--- src/rtl/tonegen_pkg.sv ---
// Shared helpers and width derivations for the polyphonic tone generator.
package tonegen_pkg;

  localparam int unsigned TICK_DIV_DEFAULT = 16000;

  // Ceiling log2; clog2(1) == 0.
  function automatic int unsigned clog2(input int unsigned n);
    int unsigned r;
    r = 0;
    for (int unsigned i = 0; i < 32; i++) begin
      if ((64'(1) << i) < 64'(n)) r = i + 32'd1;
    end
    return r;
  endfunction

  // Counter/select width that never collapses to zero bits.
  function automatic int unsigned cw_of(input int unsigned n);
    return (clog2(n) < 1) ? 32'd1 : clog2(n);
  endfunction

  // Width able to hold a count of 0..n inclusive.
  function automatic int unsigned nw_of(input int unsigned n);
    return (clog2(n + 1) < 1) ? 32'd1 : clog2(n + 1);
  endfunction

endpackage

--- src/rtl/tonegen_voice.sv ---
// One square-wave voice: half-period divider, toggle flop and tick-based note duration.
module tonegen_voice
  import tonegen_pkg::*;
#(
  parameter int unsigned DIV_WIDTH = 24,
  parameter int unsigned DUR_WIDTH = 16
) (
  input  logic                 clk,
  input  logic                 resetn,
  input  logic                 load,
  input  logic                 tick,
  input  logic [DIV_WIDTH-1:0] cfg_divider,
  input  logic [DUR_WIDTH-1:0] cfg_duration,
  output logic                 sq,
  output logic                 busy,
  output logic                 done
);

  logic [DIV_WIDTH-1:0] div_q, div_d;
  logic [DIV_WIDTH-1:0] phase_q, phase_d;
  logic [DUR_WIDTH-1:0] remain_q, remain_d;
  logic                 sq_q, sq_d;
  logic                 busy_q, busy_d;
  logic                 done_q, done_d;

  always_comb begin
    div_d    = div_q;
    phase_d  = phase_q;
    remain_d = remain_q;
    sq_d     = sq_q;
    done_d   = 1'b0;
    if (load) begin
      // A write always wins over a same-cycle expiry and restarts the waveform.
      div_d    = cfg_divider;
      remain_d = cfg_duration;
      phase_d  = '0;
      sq_d     = 1'b0;
    end else if (div_q != '0) begin
      if (phase_q == div_q - DIV_WIDTH'(1)) begin
        sq_d    = ~sq_q;
        phase_d = '0;
      end else begin
        phase_d = phase_q + DIV_WIDTH'(1);
      end
      if (tick && (remain_q != '0)) begin
        if (remain_q == DUR_WIDTH'(1)) begin
          remain_d = '0;
          div_d    = '0;
          phase_d  = '0;
          sq_d     = 1'b0;
          done_d   = 1'b1;
        end else begin
          remain_d = remain_q - DUR_WIDTH'(1);
        end
      end
    end else begin
      sq_d    = 1'b0;
      phase_d = '0;
    end
    busy_d = (div_d != '0);
  end

  always_ff @(posedge clk) begin
    if (!resetn) begin
      div_q    <= '0;
      phase_q  <= '0;
      remain_q <= '0;
      sq_q     <= 1'b0;
      busy_q   <= 1'b0;
      done_q   <= 1'b0;
    end else begin
      div_q    <= div_d;
      phase_q  <= phase_d;
      remain_q <= remain_d;
      sq_q     <= sq_d;
      busy_q   <= busy_d;
      done_q   <= done_d;
    end
  end

  assign sq   = sq_q;
  assign busy = busy_q;
  assign done = done_q;

endmodule

--- src/rtl/tonegen_poly.sv ---
// Polyphonic square-wave generator: CHANNELS voices mixed onto one pin by a PWM ramp.
module tonegen_poly
  import tonegen_pkg::*;
#(
  parameter int unsigned CHANNELS  = 4,
  parameter int unsigned DIV_WIDTH = 24,
  parameter int unsigned DUR_WIDTH = 16,
  parameter int unsigned TICK_DIV  = TICK_DIV_DEFAULT
) (
  input  logic                          clk,
  input  logic                          resetn,
  input  logic                          cfg_we,
  input  logic [cw_of(CHANNELS)-1:0]    cfg_chan,
  input  logic [DIV_WIDTH-1:0]          cfg_divider,
  input  logic [DUR_WIDTH-1:0]          cfg_duration,
  output logic                          speaker,
  output logic [CHANNELS-1:0]           busy,
  output logic [CHANNELS-1:0]           done
);

  localparam int unsigned CW = cw_of(CHANNELS);
  localparam int unsigned NW = nw_of(CHANNELS);
  localparam int unsigned TW = cw_of(TICK_DIV);

  logic [TW-1:0]       tick_cnt_q, tick_cnt_d;
  logic [CW-1:0]       ramp_q, ramp_d;
  logic                speaker_q, speaker_d;
  logic                tick;
  logic [CHANNELS-1:0] load;
  logic [CHANNELS-1:0] sq_vec;
  logic [NW-1:0]       nhigh;

  // Channel decode; selects beyond CHANNELS-1 match no voice and are dropped.
  always_comb begin
    load = '0;
    for (int unsigned i = 0; i < CHANNELS; i++) begin
      load[i] = cfg_we && (cfg_chan == CW'(i));
    end
  end

  // Prescaler, ramp and popcount mixer.
  always_comb begin
    tick       = (tick_cnt_q == TW'(TICK_DIV - 1));
    tick_cnt_d = tick ? '0 : tick_cnt_q + TW'(1);
    ramp_d     = (ramp_q == CW'(CHANNELS - 1)) ? '0 : ramp_q + CW'(1);
    nhigh      = '0;
    for (int unsigned i = 0; i < CHANNELS; i++) begin
      nhigh = nhigh + NW'(sq_vec[i]);
    end
    speaker_d = (NW'(ramp_q) < nhigh);
  end

  always_ff @(posedge clk) begin
    if (!resetn) begin
      tick_cnt_q <= '0;
      ramp_q     <= '0;
      speaker_q  <= 1'b0;
    end else begin
      tick_cnt_q <= tick_cnt_d;
      ramp_q     <= ramp_d;
      speaker_q  <= speaker_d;
    end
  end

  for (genvar g = 0; g < CHANNELS; g++) begin : g_voice
    tonegen_voice #(
      .DIV_WIDTH (DIV_WIDTH),
      .DUR_WIDTH (DUR_WIDTH)
    ) u_voice (
      .clk          (clk),
      .resetn       (resetn),
      .load         (load[g]),
      .tick         (tick),
      .cfg_divider  (cfg_divider),
      .cfg_duration (cfg_duration),
      .sq           (sq_vec[g]),
      .busy         (busy[g]),
      .done         (done[g])
    );
  end

  assign speaker = speaker_q;

endmodule

--- config.mk ---
export PLATFORM = sky130hd
export DESIGN_NAME = tonegen_poly
export DESIGN_NICKNAME = d
export VERILOG_FILES = /design/src/rtl/tonegen_pkg.sv /design/src/rtl/tonegen_voice.sv /design/src/rtl/tonegen_poly.sv
export SDC_FILE = /design/constraint.sdc
export NUM_CORES = 1
export LEC_CHECK = 0
export BUFFER_PORTS_ARGS = -buffer_cell sky130_fd_sc_hd__buf_2
export CORE_MARGIN = 8
export CORE_UTILIZATION = 46
export DETAILED_ROUTE_END_ITERATION = 6
export PLACE_DENSITY = 0.66
export SYNTH_ARGS = -nofsm -noshare
export SYNTH_HDL_FRONTEND = slang
export SYNTH_SLANG_ARGS = --single-unit
--- constraint.sdc ---
create_clock -name clk -period 3.69 [get_ports clk]
set_input_delay 0.738 -clock clk [delete_from_list [all_inputs] [get_ports clk]]
set_output_delay 0.738 -clock clk [all_outputs]
set_load 0.01 [all_outputs]
==> flow_metrics.tcl <==
set metrics [dict create \
    status "finished, final reports clean" \
    worstSetupEndpointType "register" \
    cts_resized 0 \
    area_delta_synth_final_pct 10.23 \
    synth_area_leaders "dfxtp_1 (35%), xnor2_1 (6.2%), xor2_1 (6.1%)" \
    cts.path.max_buffers 3 \
    synth_edf_count 0 \
    maxCapViolCount 0 \
    p_leak_nw 6.487 \
    dieArea_sq_um 41410 \
    synth_most_common_cell "dfxtp_1" \
    clk_pin_slew_ps 60 \
    drt_wl_total_microns 46970 \
    maxSlewViolCount 0 \
    grt_usage_pct 21.95 \
    die_h_microns 203.5 \
    syn_nets 2166 \
    syn_area_sq_um 16170 \
    reg2reg_depth 11 \
    synth_cells 2091 \
    grt_overflow 0 \
    tns_ps 0 \
    fmax_mhz 293.0 \
    final_util_pct 51.48 \
    antenna_found_initial 0 \
    period_minus_slack_ps 3413 \
    gp_congestion 0.9295 \
    num_vias 15230 \
    insertion_delay_ps 530 \
    finalHoldViolations 0 \
    drt-vias-per-instance 5.923 \
    tightest_slew_ps 913.6 \
    crit_arrival_ps 3820 \
    clock_skew_ps 10.76 \
    grt_max_degree 49 \
    synth_top_area_share_pct 35.28 \
    core_area_sq_um 34630 \
    num_rows 68 \
    drc 0 \
    ioPinCount 54 \
    hold-path-endpoint "tick_cnt_q[0]" \
    relSlewSlack_pct 38.53 \
    ys_seq_elements 285 \
    portBuffers 53 \
    hold_start "tick_cnt_q[0]" \
    layout-drive-gt1-share_pct 8.700 \
    ant_nets 0 \
    cts_tree "yes" \
    ir_drop_mv 0.3605 \
    synth_flop_cell "dfxtp_1" \
    fillers 3327 \
    multi_input_area_sq_um 9742 \
    postCtsHoldBufs 0 \
    dpl_cell_area_sq_um 16740 \
    avgSynthCellArea_sq_um 7.734 \
    cp_max_fo 24 \
    synth_common_cells "dfxtp_1 (285), nand2_1 (230), nor2_1 (215)" \
    crit_type "reg2reg" \
    ys_types 82 \
    synth_async_sr_flop_share_pct 0 \
    dp_cells 2511 \
    drt_pass1_iterations 7 \
    cp_data_required_time_ps 4090 \
    wl_per_cell_microns 18.27 \
    startpoint_type "register" \
    final_nets 2168 \
    power_density_nw_per_um2 436.3 \
    grt_pass1_wl_microns 75160 \
    root_buffer "clkbuf_16" \
    grt_pass1_vias 14250 \
    hold_class "reg2reg" \
    cts_inserted_buffers 35 \
    reg2reg_slack_ps 280 \
    cts.sinks 285 \
    worstHoldPathCells 1 \
    ys_warn_count 0 \
    seq_area_sq_um 5705 \
    fp.dieW_microns 203.5 \
    dp_hpwl_microns 33350 \
    drtIter0Drc 1348 \
    rsz0062_at_grt "no" \
    yosysTopAreaCell "dfxtp_1" \
    start_util_pct 46.70 \
    layout.cells.non_filler 2571 \
    cts_max_level 2 \
    r2r-end "g_voice[0].u_voice.phase_q[12]" \
    period_share_pct 92.49 \
    rr_startpoint "g_voice[0].u_voice.div_q[0]" \
    fin_area_sq_um 17830 \
    post_cts_buffers 0 \
    setup_viol 0 \
    seq_area_frac_synth_pct 35.28 \
]
==> state kept, by name (all words and copies together) (netlist names) <==
name / count
speaker: 1
g_voice.u_voice.remain_q: 64
g_voice.u_voice.div_q: 96
g_voice.u_voice.sq: 4
g_voice.u_voice.phase_q: 96
g_voice.u_voice.busy: 4
tick_cnt_q: 14
g_voice.u_voice.done: 4
ramp_q: 2
==> critical path, cell delays in order, from the launching register on <==
cell	delay, ps
dfxtp_1	370
inv_1	110
ha_1	260
or3b_2	580
or4_1	490
a222oi_1	340
o2111a_1	220
nand4_1	130
nor4_2	240
or2_1	150
buf_4	290
nor2_1	90
==> cells by family (layout without fill, tap and decap cells) <==
logic type	Yosys count	count (layout)	synth area share, %
compound gates	384	384	14.68
xor+xnor	227	227	12.29
fa+ha+maj	30	30	2.368
buf+inv	171	195	4.526
flops	285	285	35.28
mux	9	9	0.5725
other cells	0	1	0
simple gates	985	985	30.27
==> stage by stage <==
step	total power (W)	worst slack (ps)	hold slack [ps]
2_1_floorplan	0.004193	593.5	417.5
3_3_place_gp	0.004504	437.3	430.1
3_5_place_dp	0.004522	302.9	451.6
4_1_cts	0.007828	296.9	463.7
5_1_grt	0.008114	16.77	469.5
6_report	0.007778	276.9	461.6
==> cell usage in the layout (no fill, tap or decap), types with 44 or more instances in the layout <==
cell type / instances
a21oi_1: 175
nor3_1: 70
nor4_1: 47
nand3_1: 185
xor2_1: 112
buf_2: 53
nand4_1: 44
nor2_1: 214
o21ai_0: 66
dfxtp_1: 285
xnor2_1: 115
nand2_1: 230
==> where the power goes <==
part | internal (W) | switching, W | total, W
Combinational | 0.000463 | 0.000728 | 0.00119
Clock | 0.00196 | 0.00135 | 0.00330
Sequential | 0.00317 | 0.000119 | 0.00329
==> layer usage <==
layer | up-vias | part of all wire [%] | GRT usage (%)
met5 | - | 0 | 0
met4 | 0 | 3.2 | 7.770
met3 | 99 | 6.2 | 3.396
met2 | 510 | 47 | 36.01
met1 | 7218 | 44 | 28.96
li1 | 7402 | - | -
==> layout make-up <==
type / instances / share of cell area [%]
Inverter: 44 / 0.9406
Sequential cell: 285 / 32.01
Clock inverter: 11 / 0.4703
Antenna cell: 1 / 0.01404
Clock buffer: 48 / 5.594
Timing Repair Buffer: 92 / 3.130
Tap cell: 455 / 3.194
Multi-Input combinational cell: 1635 / 54.65
==> worst max-delay path by stage <==
stage / startpoint / to / slack [ps]
after global routing: g_voice[0].u_voice.div_q[0] / g_voice[0].u_voice.phase_q[12] / 20
final: g_voice[0].u_voice.div_q[0] / g_voice[0].u_voice.phase_q[12] / 280
after detailed placement: g_voice[0].u_voice.div_q[0] / g_voice[0].u_voice.phase_q[11] / 300
after CTS: g_voice[0].u_voice.div_q[0] / g_voice[0].u_voice.phase_q[12] / 300
after floorplan: g_voice[0].u_voice.div_q[0] / g_voice[0].u_voice.phase_q[0] / 590
after global placement: g_voice[0].u_voice.div_q[0] / g_voice[0].u_voice.phase_q[2] / 440
Power figures use the tool's default switching activity.
